### src/rtl/ctrl_seq_pkg.sv
// ctrl_seq shared definitions
// opcodes, controller states, decoded-strobe bundle
package ctrl_seq_pkg;

    typedef enum logic [3:0] {
        OP_ADD  = 4'h0,
        OP_MOV  = 4'h1,
        OP_XOR  = 4'h2,
        OP_AND  = 4'h3,
        OP_LOAD = 4'h4,
        OP_LSH  = 4'h5,
        OP_CMP  = 4'h6,
        OP_STR  = 4'h7,
        OP_B    = 4'h8,
        OP_BEQ  = 4'h9,
        OP_BLT  = 4'hA,
        OP_BGT  = 4'hB,
        OP_HALT = 4'hF
    } op_t;

    typedef enum logic [1:0] {
        IDLE,
        EXEC,
        MEMWAIT,
        DONE
    } ctrl_state_t;

    typedef struct packed {
        logic alu;
        logic cmp;
        logic load;
        logic str;
        logic jmp;
        logic beq;
        logic blt;
        logic bgt;
        logic halt;
        logic ill;
    } dec_t;

endpackage

### src/rtl/ctrl_decode.sv
// ctrl_seq opcode decoder
// pure combinational opcode -> instruction class
module ctrl_decode
    import ctrl_seq_pkg::*;
#(
    parameter int OPW = 4
) (
    input  logic [OPW-1:0] op,
    output dec_t           dec
);

    // one class bit per opcode group; reserved codes flag as illegal
    always_comb begin
        dec = '0;
        unique case (op)
            OP_ADD, OP_MOV, OP_XOR,
            OP_AND, OP_LSH: dec.alu  = 1'b1;
            OP_CMP:         dec.cmp  = 1'b1;
            OP_LOAD:        dec.load = 1'b1;
            OP_STR:         dec.str  = 1'b1;
            OP_B:           dec.jmp  = 1'b1;
            OP_BEQ:         dec.beq  = 1'b1;
            OP_BLT:         dec.blt  = 1'b1;
            OP_BGT:         dec.bgt  = 1'b1;
            OP_HALT:        dec.halt = 1'b1;
            default:        dec.ill  = 1'b1;
        endcase
    end

endmodule

### src/rtl/ctrl_seq.sv
// ctrl_seq: multi-cycle sequencing controller
// registered CMP flags, memory handshake wait, retire counter
module ctrl_seq
    import ctrl_seq_pkg::*;
#(
    parameter int IW     = 9,
    parameter int OPW    = 4,
    parameter int CNTW   = 16,
    parameter int MEM_TO = 15
) (
    input  logic            Clk,
    input  logic            Reset,
    input  logic            Start,
    input  logic [IW-1:0]   Instruction,
    input  logic            AluZero,
    input  logic            AluLess,
    input  logic            MemReady,
    output logic            Jump,
    output logic            BranchTaken,
    output logic            RegWrEn,
    output logic            MemWrEn,
    output logic            MemRdEn,
    output logic            LoadInst,
    output logic            PcAdvance,
    output logic            Zero,
    output logic            Ack,
    output logic            MemErr,
    output logic            IllegalOp,
    output logic [CNTW-1:0] RetireCnt
);

    localparam logic [1:0] S_IDLE    = IDLE;
    localparam logic [1:0] S_EXEC    = EXEC;
    localparam logic [1:0] S_MEMWAIT = MEMWAIT;
    localparam logic [1:0] S_DONE    = DONE;

    localparam int WCW = $clog2(MEM_TO + 2);
    localparam bit TO_EN = (MEM_TO > 0);
    localparam logic [WCW-1:0] WLAST =
        WCW'(MEM_TO > 0 ? MEM_TO - 1 : 0);

    logic [1:0]     state;
    logic           zf;
    logic           lf;
    logic           gf;
    logic [WCW-1:0] wcnt;
    logic [OPW-1:0] op;
    logic           mem_op;
    logic           idle_start;
    logic           unused_hi;
    dec_t           dec;

    assign op         = Instruction[OPW-1:0];
    assign unused_hi  = ^Instruction[IW-1:OPW];
    assign mem_op     = dec.load | dec.str;
    assign idle_start = Start &
                        ((state == S_IDLE) | (state == S_DONE));
    assign Zero       = zf;

    ctrl_decode #(
        .OPW (OPW)
    ) u_dec (
        .op  (op),
        .dec (dec)
    );

    // strobes: only live while executing or waiting on memory
    always_comb begin
        Jump        = 1'b0;
        BranchTaken = 1'b0;
        RegWrEn     = 1'b0;
        MemWrEn     = 1'b0;
        MemRdEn     = 1'b0;
        LoadInst    = 1'b0;
        PcAdvance   = 1'b0;
        IllegalOp   = 1'b0;
        if (state == S_EXEC) begin
            Jump        = dec.jmp;
            BranchTaken = (dec.beq & zf) |
                          (dec.blt & lf) |
                          (dec.bgt & gf);
            IllegalOp   = dec.ill;
            MemRdEn     = dec.load;
            MemWrEn     = dec.str;
            LoadInst    = dec.load;
            RegWrEn     = dec.alu | (dec.load & MemReady);
            PcAdvance   = ~dec.halt & (~mem_op | MemReady);
        end else if (state == S_MEMWAIT) begin
            MemRdEn     = dec.load;
            MemWrEn     = dec.str;
            LoadInst    = dec.load;
            RegWrEn     = dec.load & MemReady;
            PcAdvance   = MemReady;
        end
    end

    // sequencing FSM with memory wait timeout and sticky status
    always_ff @(posedge Clk or negedge Reset) begin
        if (!Reset) begin
            state  <= S_IDLE;
            wcnt   <= '0;
            Ack    <= 1'b0;
            MemErr <= 1'b0;
        end else begin
            case (state)
                S_IDLE, S_DONE: begin
                    if (Start) begin
                        state  <= S_EXEC;
                        Ack    <= 1'b0;
                        MemErr <= 1'b0;
                    end
                end
                S_EXEC: begin
                    if (dec.halt) begin
                        state <= S_DONE;
                        Ack   <= 1'b1;
                    end else if (mem_op && !MemReady) begin
                        state <= S_MEMWAIT;
                        wcnt  <= '0;
                    end
                end
                S_MEMWAIT: begin
                    if (MemReady) begin
                        state <= S_EXEC;
                    end else if (TO_EN && wcnt == WLAST) begin
                        state  <= S_DONE;
                        Ack    <= 1'b1;
                        MemErr <= 1'b1;
                    end else begin
                        wcnt <= wcnt + 1'b1;
                    end
                end
                default: state <= S_IDLE;
            endcase
        end
    end

    // compare flags change only when CMP executes
    always_ff @(posedge Clk or negedge Reset) begin
        if (!Reset) begin
            zf <= 1'b0;
            lf <= 1'b0;
            gf <= 1'b0;
        end else if (state == S_EXEC && dec.cmp) begin
            zf <= AluZero;
            lf <= AluLess;
            gf <= ~AluZero & ~AluLess;
        end
    end

    // retired-instruction counter, saturating, cleared on Start
    always_ff @(posedge Clk or negedge Reset) begin
        if (!Reset) begin
            RetireCnt <= '0;
        end else if (idle_start) begin
            RetireCnt <= '0;
        end else if (PcAdvance && RetireCnt != '1) begin
            RetireCnt <= RetireCnt + 1'b1;
        end
    end

endmodule

### config.mk
export PLATFORM = sky130hd
export DESIGN_NAME = ctrl_seq
export DESIGN_NICKNAME = d
export VERILOG_FILES = /design/src/rtl/ctrl_seq_pkg.sv /design/src/rtl/ctrl_decode.sv /design/src/rtl/ctrl_seq.sv
export SDC_FILE = /design/constraint.sdc
export NUM_CORES = 1
export LEC_CHECK = 0
export BUFFER_PORTS_ARGS = -buffer_cell sky130_fd_sc_hd__buf_2
export CAP_MARGIN = 40
export CORE_ASPECT_RATIO = 0.8
export CORE_MARGIN = 8
export CORE_UTILIZATION = 54
export CTS_CLUSTER_SIZE = 16
export DETAILED_ROUTE_END_ITERATION = 8
export PLACE_DENSITY_LB_ADDON = 0.05
export REMOVE_ABC_BUFFERS = 1
export SYNTH_ARGS = -nofsm -noshare
export SYNTH_HDL_FRONTEND = slang
export SYNTH_HIERARCHICAL = 1
export SYNTH_SLANG_ARGS = --single-unit
export TNS_END_PERCENT = 10
### constraint.sdc
create_clock -name Clk -period 2.07 [get_ports Clk]
set_input_delay 0.414 -clock Clk [delete_from_list [all_inputs] [get_ports Clk]]
set_output_delay 0.414 -clock Clk [all_outputs]
set_load 0.03 [all_outputs]
# After elaboration in Yosys (flattened, before gate mapping)
# Index checks and enable logic that the tools add are counted.
# word_totals
reg_bits	28
input_bits	15
output_inout_bits	27
word_cells	109
# classes
addsub	2
eq_ne	26
n_mux	40
bitwise_logic	17
n_reduce_logical	16
# ops
op	count
16-bit two-way mux	2
1-bit two-way mux	25
4-bit == test, second input constant	5
5-bit two-way mux	4
16-bit by 1-bit adder with 16-bit output, second input constant	1
4-bit by 3-bit == test with 1-bit output, second input constant	4
16-bit != test, second input constant	1
13-bit OR reduction	1
2-bit != test, second input constant	6
2-bit two-way mux	5
5-bit case mux with 2 select lines	1
4-bit by 2-bit == test with 1-bit output, second input constant	2
4-bit AND reduction	2
1-bit bitwise AND	7
1-bit OR	6
2-bit case mux with 3 select lines	1
2-bit nonzero test	3
5-bit by 1-bit adder with 5-bit output, second input constant	1
5-bit by 4-bit == test with 1-bit output, second input constant	1
5-bit AND reduction	1
5-bit OR reduction	1
2-bit == test, second input constant	2
4-bit by 1-bit == test with 1-bit output, second input constant	1
4-bit zero test	1
other kinds (12)	17

# Longest topological paths before layout
# depth
word_depth	10
ltp_mapped	8
depth_no_buf	7

# Modules after synthesis
# The synthesis kept the hierarchy.
# by_module_without_submodules
mod	n_inst	cells_each	area_per_inst_um2	seq_area_each_um2
ctrl_seq	1	195	1801.7	700.7
ctrl_decode	1	16	90.1	0.0

# Worst setup path before layout
# Ideal clock, no wire load.
# synth_path
path_kind	register -> output
from	register state[0]
to	output port RegWrEn
arrival_time_ns	1.634
required_ns	1.656
path_slack_ns	0.022
path_stages_with_launch	6
n_path_buf	1
path_cell_list	dfrtp_1 -> inv_1 -> ha_1 -> clkbuf_1 -> o21a_1 -> a22o_1
# synth_via
elab_chain_cells	3
word_cells_on_any_way	4
classes_between	eq/ne (2); mux (2)
# synth_rtl
element	line_no	text
start: declaration	ctrl_seq.sv:42	logic [1:0] state;
start signal: assignment	ctrl_seq.sv:100	state <= S_IDLE;
start signal: assignment	ctrl_seq.sv:108	state <= S_EXEC;
start signal: assignment	ctrl_seq.sv:115	state <= S_DONE;
2-bit == test	ctrl_seq.sv:88	end else if (state == S_MEMWAIT) begin
1-bit two-way mux	ctrl_seq.sv:88	
1-bit two-way mux (*)	ctrl_seq.sv:77	if (state == S_EXEC) begin
end: declaration	ctrl_seq.sv:20	output logic RegWrEn,
# Mark *: on every way between the ends. The rest lies on a longest branch, timed or not.

# Worst setup path in the final report
# Same ends and word-level chain as after synthesis.

==> summary.md <==
| Metric | Value |
|---|---|
| Outcome | `finished clean` |
| Peak supply drop | `0.000672 V` |
| Pwr dens | `958 mW/mm^2` |
| Crit path largest cell delay | `0.43 ns` |
| Crit path max fanout | `8` |
| Rows | `19` |
| CP arrival | `1.57 ns` |
| Most common cell after layout, fill and taps aside | `buf_2` |
| Initial antenna violation count | `0` |
| Core ar. | `0.00340 mm^2` |
| Most frequent cells in the layout | `buf_2 (34), dfrtp_1 (28), nand2_1 (18), buf_4 (17), a21oi_1 (14)` |
| Final GP Congestion | `0.923` |
| WS Path Type | `register to output pin` |
| Worst-path clk slew | `0.09 ns` |
| DRC | `0` |
| Least-Margin Pin Slew | `0.635 ns` |
| Final worst slack | `0.0831 ns` |
| Vias after detailed routing | `1844` |
| Starting Density | `0.556` |
| Mapped Cells | `211` |
| Leakage power | `0.000998 uW` |
| Synth Register Bits | `28` |
| Final ANT Viol Nets | `0` |
| Hold Path Class | `input port to async pin` |
| Reg-to-reg slack, setup | `0.16 ns` |
| Slew Viols, Final | `0` |
| Post-synth EDFFs | `0` |
| Tot Pwr | `2180 uW` |
| Endpoints failing setup | `0` |
| Fin crit period | `1.99 ns` |
| Synth Flop Type | `dfrtp_1` |
| Congestion Overflow GR | `0` |
| Die area | `0.00567 mm^2` |
| Die width | `82.2 um` |
| DP HPWL | `3500 um` |
| Post-Syn Area | `0.00189 mm^2` |
| Share of cells above drive strength 1 | `0.268` |
| Setup_tns | `0 ns` |
| Layout fillers | `287` |
| Critical Path Source | `state[0]$_DFFE_PN0P_` |
| Via/cell ratio | `6.17` |
| DR iter-0 viols | `163` |
| Critical Path RT | `1.66 ns` |
| CTS Hold Buffers Added | `0` |
| CTS tree | `built` |
| Crit Reg-Reg Startpoint | `wcnt[0]$_DFFE_PN0P_` |
| Net count, final | `279` |
| Distinct cell type count after synthesis | `50` |
| Sequential share of the synthesized area | `0.370` |
| Crit path max-delay cell type | `dfrtp_1` |
| CP cell instances | `ha_4, buf_4, o21a_1, a22o_1, buf_4` |
| H-tree depth | `1` |
| Clock Tree Buf Depth | `2` |
| Ant. Diodes | `0` |
| Skew-Pair Late Insertion Delay | `0.28 ns` |
| Startpoint Class | `register` |
| Synth warn | `6` |
| Achievable Freq | `503 MHz` |
| Max_cap viols | `0` |
| Avg Cell Area, Syn | `8.97 um^2` |
| Area Growth Syn to Fin | `20.1%` |
| Gr usage total | `0.173` |
| Ys async rst share | `1.00` |
| Sinks on the clock net | `28` |
| Worst Setup End Kind | `output pin` |
| Clk_skew | `0.00687 ns` |
| Total CTS buffers | `3` |
| First-pass GRT wire length | `7820 um` |
| Slew HR | `0.576` |
| WL per Instance | `15.7 um` |
| Pre-antenna DRT Iters | `4` |
| Vias in the first global route | `1740` |
| Largest net degree at the start of global routing | `29` |
| I/O pins | `42` |
| CTS Root Cell | `clkbuf_8` |
| Worst path most repeated cell | `buf_4` |
| Final wirelength | `4690 um` |
| Final Hold Fails | `0` |
| IO Port Bufs | `36` |
| Tcrit/Tclk final | `0.960` |
| Die Ht | `68.9 um` |
| Hold_ws | `0.146 ns` |
| Dpl ws | `-0.0504 ns` |
## critical path: cells and delay by family, from the launching register on
| kind | cells | cell delay [ns] |
|---|---|---|
| buffers and inverters | 2 | 0.32 |
| AO/OA/AOI/OAI | 2 | 0.37 |
| flip-flops | 1 | 0.43 |
| adder cells (fa/ha/maj) | 1 | 0.19 |
## what timing repair did
item	CTS	global route
gates resized for setup	1	6
setup buffers	0	2
pin swaps	0	1
setup endpoints to repair	1	2
## Yosys cell counts, types with 3 or more instances
library cell,number,share of area
nor3_1,6,0.016
o21ai_0,11,0.029
nand2b_1,10,0.033
and2_1,3,0.0099
a21oi_1,14,0.037
nand3_1,12,0.032
o311ai_0,3,0.014
o21bai_1,3,0.012
or4_1,8,0.032
clkbuf_1,7,0.014
ha_1,5,0.033
o21a_1,4,0.016
or3_1,4,0.013
nand4_1,4,0.013
mux2i_1,8,0.042
inv_1,8,0.016
o31ai_1,6,0.024
nor2_1,7,0.014
nand2_1,18,0.036
nor4_1,4,0.013
dfrtp_1,28,0.37
## power breakdown
| group | internal [uW] | switching [uW] |
|---|---|---|
| Combinational | 448 | 716 |
| Sequential | 640 | 76.0 |
| Clock | 131 | 165 |
## routing by layer
layer | GRT usage | vias up | part of all wire
met3 | 0.0389 | 6 | 0.075
met1 | 0.215 | 884 | 0.46
met5 | 0 | - | 0
met4 | 0.0568 | 0 | 0.0092
li1 | - | 896 | -
met2 | 0.292 | 58 | 0.45
## flip-flops by register name, indices dropped and copies added, names as in the netlist
register	cells
gf	1
RetireCnt	16
state	2
Ack	1
MemErr	1
Zero	1
wcnt	5
lf	1
## per-stage QoR
stage,utilization,cell area (um^2),instances
floorplan,-,1850,202
global placement,0.644,2190,294
detailed placement,0.644,2190,294
CTS,0.657,2230,297
global route,0.668,2270,299
finish,0.668,2270,299
## area by class of cell
type | count | area, um^2 | share of cell area
clock buffers | 3 | 41.3 | 0.0182
inverters | 8 | 30.0 | 0.0132
multi-input cells | 166 | 1140 | 0.503
flip-flops and latches | 28 | 701 | 0.308
well taps | 42 | 52.6 | 0.0231
repair buffers | 52 | 305 | 0.134
## cell families after synthesis
group / after synthesis / share of synthesized area
compound gates: 55 / 0.200
fa+ha+maj: 5 / 0.0331
buf+inv: 17 / 0.0364
flops: 28 / 0.370
mux: 10 / 0.0542
simple gates: 96 / 0.306
## final timing paths
path | endpoint | depth (start not counted)
setup / recovery | RegWrEn | 5
hold / removal | RetireCnt[10]$_DFFE_PN0P_ | 1
setup reg to reg | wcnt[3]$_DFFE_PN0P_ | 6
hold reg to reg | gf$_DFFE_PN0P_ | 2
max in group asynchronous | wcnt[3]$_DFFE_PN0P_ | 1
min in group Clk | gf$_DFFE_PN0P_ | 2
Power figures use the tool's default switching activity.
